===== config.mk =====
export PLATFORM = sky130hd
export DESIGN_NAME = conv_accum_bin_flat
export DESIGN_NICKNAME = d
export VERILOG_FILES = /design/src/rtl/conv_accum_bin_if.sv /design/src/rtl/conv_accum_bin.sv /design/src/flat_wrapper.sv
export SDC_FILE = /design/constraint.sdc
export NUM_CORES = 1
export LEC_CHECK = 0
export CAP_MARGIN = 20
export CORE_UTILIZATION = 40
export DETAILED_ROUTE_END_ITERATION = 16
export PLACE_DENSITY_LB_ADDON = 0.12
export SETUP_SLACK_MARGIN = 0.4
export SLEW_MARGIN = 20
export SYNTH_ARGS = -nofsm -noshare
export SYNTH_HDL_FRONTEND = slang
export SYNTH_SLANG_ARGS = --single-unit

===== constraint.sdc =====
create_clock -name clk -period 12.4 [get_ports clk]
set_clock_uncertainty 0.2 [all_clocks]
set_input_delay 2.48 -clock clk [delete_from_list [all_inputs] [get_ports clk]]
set_output_delay 2.48 -clock clk [all_outputs]
set_load 0.01 [all_outputs]

===== src/rtl/conv_accum_bin_if.sv =====
// conv_accum_bin_if: the pixel stream into the accumulator and the binarized
// bit stream out of it, bundled as one interface.
// slave  : the accumulator side (consumes din/ivalid/idone, drives bout/bvalid)
// master : the surrounding side (conv stage plus next-layer input buffer)
interface conv_accum_bin_if;
    logic signed [4:0] din;
    logic              ivalid;
    logic              idone;
    logic              bout;
    logic              bvalid;
    logic              bready;

    modport slave (
        input  din,
        input  ivalid,
        input  idone,
        input  bready,
        output bout,
        output bvalid
    );

    modport master (
        output din,
        output ivalid,
        output idone,
        output bready,
        input  bout,
        input  bvalid
    );
endinterface


===== src/rtl/conv_accum_bin.sv =====
// conv_accum_bin: accumulates per-pixel conv results across input-channel
// passes, compares the final sum with a folded batch-norm threshold and
// queues one activation bit per pixel in a small output FIFO.
// Build option: define ACC_SAT_EN to make partial-sum adds saturate;
// otherwise they wrap at PSUM_W bits.
module conv_accum_bin #(
    parameter int MAX_PIX    = 128,
    parameter int PSUM_W     = 10,
    parameter int FIFO_DEPTH = 4
) (
    input  logic                     clk,
    input  logic                     rstn,
    input  logic                     cfg_load,
    input  logic [7:0]               cfg_num_ch,
    input  logic signed [PSUM_W-1:0] cfg_thresh,
    conv_accum_bin_if.slave          bus,
    output logic                     layer_done,
    output logic                     ovf_err
);
    localparam int DATA_W = 5;
    localparam int IDX_W  = (MAX_PIX > 1) ? $clog2(MAX_PIX) : 1;
    localparam int CNT_W  = $clog2(MAX_PIX + 1);
    localparam int AW     = (FIFO_DEPTH > 1) ? $clog2(FIFO_DEPTH) : 1;

    // Partial-sum add; result is clamped or wrapped to PSUM_W bits.
    function automatic logic signed [PSUM_W-1:0] acc_add(
        input logic signed [PSUM_W-1:0] a,
        input logic signed [DATA_W-1:0] b
    );
`ifdef ACC_SAT_EN
        logic signed [PSUM_W:0] wide;
        wide = (PSUM_W+1)'(a) + (PSUM_W+1)'(b);
        if (wide[PSUM_W] != wide[PSUM_W-1])
            return wide[PSUM_W] ? {1'b1, {(PSUM_W-1){1'b0}}}
                                : {1'b0, {(PSUM_W-1){1'b1}}};
        return wide[PSUM_W-1:0];
`else
        return a + PSUM_W'(b);
`endif
    endfunction

    logic [CNT_W-1:0]         pix_cnt;
    logic [7:0]               ch_cnt;
    logic [7:0]               num_ch;
    logic signed [PSUM_W-1:0] thresh;

    logic signed [PSUM_W-1:0] psum_mem [MAX_PIX];

    logic                     fifo_mem [FIFO_DEPTH];
    logic [AW-1:0]            wr_ptr;
    logic [AW-1:0]            rd_ptr;
    logic [AW:0]              fifo_cnt;

    logic                     idle;
    logic                     last_pass;
    logic                     accept;
    logic [IDX_W-1:0]         idx;
    logic signed [PSUM_W-1:0] din_ext;
    logic signed [PSUM_W-1:0] sum_p0;
    logic                     bit_p0;
    logic                     vld_p0;
    logic                     full;
    logic                     pop;
    logic                     push_ok;

    assign idle      = (ch_cnt == 8'd0) && (pix_cnt == '0);
    assign last_pass = (ch_cnt == num_ch - 8'd1);
    assign accept    = bus.ivalid && (pix_cnt != CNT_W'(MAX_PIX));
    assign idx       = pix_cnt[IDX_W-1:0];
    assign din_ext   = PSUM_W'(bus.din);

    // Stage p0: running sum for the current pixel and its compare bit
    assign sum_p0  = (ch_cnt == 8'd0) ? din_ext : acc_add(psum_mem[idx], bus.din);
    assign bit_p0  = (sum_p0 >= thresh);
    assign vld_p0  = accept && last_pass;

    assign full    = (fifo_cnt == (AW+1)'(FIFO_DEPTH));
    assign pop     = bus.bvalid && bus.bready;
    assign push_ok = vld_p0 && (!full || pop);

    assign bus.bvalid = (fifo_cnt != '0);
    assign bus.bout   = bus.bvalid && fifo_mem[rd_ptr];

    // Store partial sums for every pass except the last one
    always_ff @(posedge clk) begin
        if (accept && !last_pass)
            psum_mem[idx] <= sum_p0;
    end

    // Write the compare bit into the output FIFO storage
    always_ff @(posedge clk) begin
        if (push_ok)
            fifo_mem[wr_ptr] <= bit_p0;
    end

    // Pixel/channel counters, FIFO pointers, config and status flags
    always_ff @(posedge clk) begin
        if (!rstn) begin
            pix_cnt    <= '0;
            ch_cnt     <= 8'd0;
            num_ch     <= 8'd1;
            thresh     <= '0;
            wr_ptr     <= '0;
            rd_ptr     <= '0;
            fifo_cnt   <= '0;
            layer_done <= 1'b0;
            ovf_err    <= 1'b0;
        end else begin
            layer_done <= 1'b0;

            if (accept)
                pix_cnt <= pix_cnt + 1'b1;
            else if (bus.ivalid)
                ovf_err <= 1'b1;

            if (vld_p0 && full && !pop)
                ovf_err <= 1'b1;

            if (push_ok)
                wr_ptr <= wr_ptr + 1'b1;
            if (pop)
                rd_ptr <= rd_ptr + 1'b1;
            if (push_ok && !pop)
                fifo_cnt <= fifo_cnt + 1'b1;
            else if (pop && !push_ok)
                fifo_cnt <= fifo_cnt - 1'b1;

            // A sample arriving with idone has already been counted above;
            // the pass boundary then resets the pixel index.
            if (bus.idone) begin
                pix_cnt <= '0;
                if (last_pass) begin
                    ch_cnt     <= 8'd0;
                    layer_done <= 1'b1;
                end else begin
                    ch_cnt <= ch_cnt + 8'd1;
                end
            end

            if (cfg_load && idle) begin
                num_ch <= (cfg_num_ch == 8'd0) ? 8'd1 : cfg_num_ch;
                thresh <= cfg_thresh;
            end
        end
    end
endmodule


===== src/flat_wrapper.sv =====
// flat-port wrapper written by rule: the top's interface ports become plain ports
module conv_accum_bin_flat 
#(
    parameter int MAX_PIX    = 128,
    parameter int PSUM_W     = 10,
    parameter int FIFO_DEPTH = 4
)
  (clk, rstn, cfg_load, cfg_num_ch, cfg_thresh, layer_done, ovf_err, bus_din, bus_ivalid, bus_idone, bus_bready, bus_bout, bus_bvalid);
  conv_accum_bin_if bus_i ();
  input  logic clk;
  input  logic rstn;
  input  logic cfg_load;
  input  logic [7:0] cfg_num_ch;
  input  logic signed [PSUM_W-1:0] cfg_thresh;
  output logic layer_done;
  output logic ovf_err;
  input wire logic [$bits(bus_i.din)-1:0] bus_din;
  input wire logic [$bits(bus_i.ivalid)-1:0] bus_ivalid;
  input wire logic [$bits(bus_i.idone)-1:0] bus_idone;
  input wire logic [$bits(bus_i.bready)-1:0] bus_bready;
  output wire logic [$bits(bus_i.bout)-1:0] bus_bout;
  output wire logic [$bits(bus_i.bvalid)-1:0] bus_bvalid;
  assign bus_i.din = bus_din;
  assign bus_i.ivalid = bus_ivalid;
  assign bus_i.idone = bus_idone;
  assign bus_i.bready = bus_bready;
  assign bus_bout = bus_i.bout;
  assign bus_bvalid = bus_i.bvalid;
  conv_accum_bin #(.MAX_PIX(MAX_PIX), .PSUM_W(PSUM_W), .FIFO_DEPTH(FIFO_DEPTH)) u_core (.clk(clk), .rstn(rstn), .cfg_load(cfg_load), .cfg_num_ch(cfg_num_ch), .cfg_thresh(cfg_thresh), .bus(bus_i), .layer_done(layer_done), .ovf_err(ovf_err));
endmodule

==> results_dict.tcl <==
set metrics [dict create \
    finalSetupViolCount 0 \
    power_frac_comb 0.082 \
    post_cts_buffers 0 \
    vias 24800 \
    cp-end-kind "flop" \
    period_share 0.623 \
    path_cells "buf_4, buf_4, mux4_2, mux4_2, mux4_2, nand2_1, and2_1, inv_1, ha_1, a21oi_1, o211ai_1, nor4_1, nor3_1, a31oi_1, or2_2, a211o_1, o2111a_4, ha_1, and4_1, a41oi_1, nand2_1, nand4_1, a32oi_1" \
    r2r_cells 23 \
    clock_latency_ps 760 \
    tightest_slew_ps 1150 \
    core_area_sq_um 130000 \
    start_util 0.404 \
    max_stage_delay_ps 730 \
    dp_hpwl_um 76700 \
    final_nets 2625 \
    worstSetupPathType "reg2reg" \
    final_common_cell "edfxtp_1" \
    p_int_uw 7910 \
    cts.sinks 1336 \
    die_area_sq_um 133000 \
    ios 33 \
    seqPwrFrac 0.521 \
    h-tree-depth 4 \
    route.detailed.drc 0 \
    wirelength_um 130000 \
    p_sw_uw 2330 \
    grt.total_usage 0.199 \
    dr.max_layer_used "met4" \
    synth_edf_count 1284 \
    crit_top_cell "mux4_2" \
    port_buffers 32 \
    arrival_ps 8040 \
    cts_resized 0 \
    crit_cells 23 \
    ys.flop_type "edfxtp_1" \
    max_freq_mhz 129 \
    postCtsHoldBufs 0 \
    vias_per_cell 5.61 \
    syn_inst 2425 \
    final_cell_mix "1284 x edfxtp_1, 405 x mux4_2, 147 x clkbuf_16" \
    status "finished, final reports clean" \
    wl_met1_um 57200 \
    yosysUniqueCellTypes 65 \
    synth_warnings 0 \
    min_period_ps 7720 \
    antenna_left 0 \
    avgSynthCellArea_sq_um 21.6 \
    whs_ps 266 \
    clock_power_share 0.398 \
    drive_gt1_frac 0.283 \
    rows 132 \
    ys_ff_latch 1336 \
    power.density_nw_per_um2 171 \
    grt_antenna_before_repair 6 \
    slew-limit-headroom 0.230 \
    hold_viol 0 \
    place_congestion 0.787 \
    peakVddDrop_v 0.0000970 \
    initialDrtViolationCount 2366 \
    setup_tns_ps 0 \
    crit_path_max_fanout 38 \
    grt_first_pass_wirelength_um 187000 \
    drv_cap 0 \
    slowest_stage "dfxtp_4" \
    grt.overflow.total 0 \
    cts_max_path_buffers 3 \
    seq_area_frac_synth 0.754 \
    synth_nets 2485 \
    grt_max_degree 129 \
    reg2reg_slack_ps 4680 \
    die_y_um 364 \
    async_flop_share 0 \
    finalPower_uw 10200 \
    crit_end "u_core.fifo_mem[3]$_DFFE_PP_" \
    finalMaxSlewViolations 0 \
    cp.required_ps 12720 \
    wl_per_cell_um 29.3 \
    power.leakage_uw 0.0180 \
    min_path_type "reg2reg" \
    syn_to_final_growth_pct 14.1 \
    wl_met3_um 7800 \
    p_sw_frac 0.227 \
    rsz0062_at_grt "no" \
    critPathTopFamily "multiplexers" \
    die_x_um 364 \
    clkTransAtPathRegs_ps 60 \
    numCtsBuffers 139 \
    netlist_area_sq_um 52500 \
    cts_tree "yes" \
    worst_setup_path_start_kind "flop" \
    worst-path-buf-inv 3 \
    dr.pass1.iters 5 \
    wl_met2_um 62000 \
    root_buffer "clkbuf_16" \
    grt_pass1_vias 25500 \
    r2r_end "u_core.fifo_mem[3]$_DFFE_PP_" \
]
## cell type report
cell class / count / area, sq um
repair buffers: 125 / 1080
inverters: 29 / 111
well taps: 1742 / 2180
flip-flops and latches: 1336 / 39600
clock inverters: 69 / 591
diodes: 2 / 5.00
multi-input cells: 934 / 12500
clock buffers: 179 / 3820
fillers: 10800 / 69900
## synthesized netlist by cell type, types with 6 or more instances
library cell,n,share of area
edfxtp_1,1284,0.73
mux4_2,405,0.17
nor2_1,161,0.012
nand2_1,101,0.0072
clkbuf_1,64,0.0046
dfxtp_1,52,0.020
buf_1,34,0.0024
ha_1,29,0.0069
inv_1,29,0.0021
a21boi_0,22,0.0031
mux2i_1,20,0.0038
buf_2,18,0.0017
nand3_1,18,0.0017
xor2_1,17,0.0028
o21ai_0,14,0.0013
xnor2_1,13,0.0022
nor2b_1,12,0.0014
nor3_1,12,0.0011
a21oi_1,10,0.00095
and2_1,9,0.0011
buf_4,7,0.0010
o21a_1,7,0.0010
nand4_1,6,0.00072
## metal layers
layer / vias up / GRT usage
li1: 10400 / -
met2: 750 / 0.314
met1: 13500 / 0.281
met3: 144 / 0.0411
met4: 0 / 0.0536
met5: - / 0
## state kept, by name, indices dropped and copies added, names as in the netlist, 3 cells and up, named ones only
name,flops
u_core.psum_mem,1280
u_core.thresh,10
u_core.ch_cnt,8
u_core.num_ch,8
u_core.pix_cnt,8
u_core.fifo_mem,4
u_core.fifo_cnt,3
## tightest hold or removal path, cell delays in order, from the launching register on
cell      delay [ps]
dfxtp_1          310
nand2_1           50
a21boi_0          60
## how the worst min path moves through the flow
| stage | start | end | slack, ps | cells after the start |
|---|---|---|---|---|
| global placement | u_core.thresh[2]$_SDFFE_PN0P_ | u_core.thresh[2]$_SDFFE_PN0P_ | 260 | 2 |
| detailed placement | u_core.thresh[9]$_SDFFE_PN0P_ | u_core.thresh[9]$_SDFFE_PN0P_ | 260 | 2 |
| floorplan | u_core.thresh[1]$_SDFFE_PN0P_ | u_core.thresh[1]$_SDFFE_PN0P_ | 240 | 2 |
| CTS | u_core.thresh[9]$_SDFFE_PN0P_ | u_core.thresh[9]$_SDFFE_PN0P_ | 270 | 2 |
| global route | u_core.thresh[9]$_SDFFE_PN0P_ | u_core.thresh[9]$_SDFFE_PN0P_ | 280 | 2 |
| finish | u_core.thresh[9]$_SDFFE_PN0P_ | u_core.thresh[9]$_SDFFE_PN0P_ | 270 | 2 |
## stage by stage
step	worst slack, ps	cells	util	cell area (sq um)
5_1_grt	4070	4414	0.461	59900
3_5_place_dp	4590	4165	0.427	55400
6_report	4680	4416	0.461	59900
4_1_cts	4570	4413	0.461	59800
3_3_place_gp	4790	4164	0.426	55300
2_1_floorplan	1120	2425	-	52500
## cells by family (layout without fill, tap and decap cells)
family,count (synthesis),in the layout,synth area share
buf+inv,155,402,0.0122
fa+ha+maj,31,31,0.00767
other cells,0,2,0
simple gates,362,362,0.0312
xor+xnor,30,30,0.00501
compound gates,83,83,0.0114
mux,428,428,0.178
flops,1336,1336,0.754
## power by group through the flow
stage | clock network [uW] | registers, uW | logic [uW]
after global placement | 0 | 5420 | 808
after global routing | 4310 | 5330 | 911
after floorplan | 0 | 5490 | 471
final | 4070 | 5330 | 837
after detailed placement | 0 | 5420 | 854
after CTS | 4160 | 5330 | 853
(Power assumes the default switching activity.)
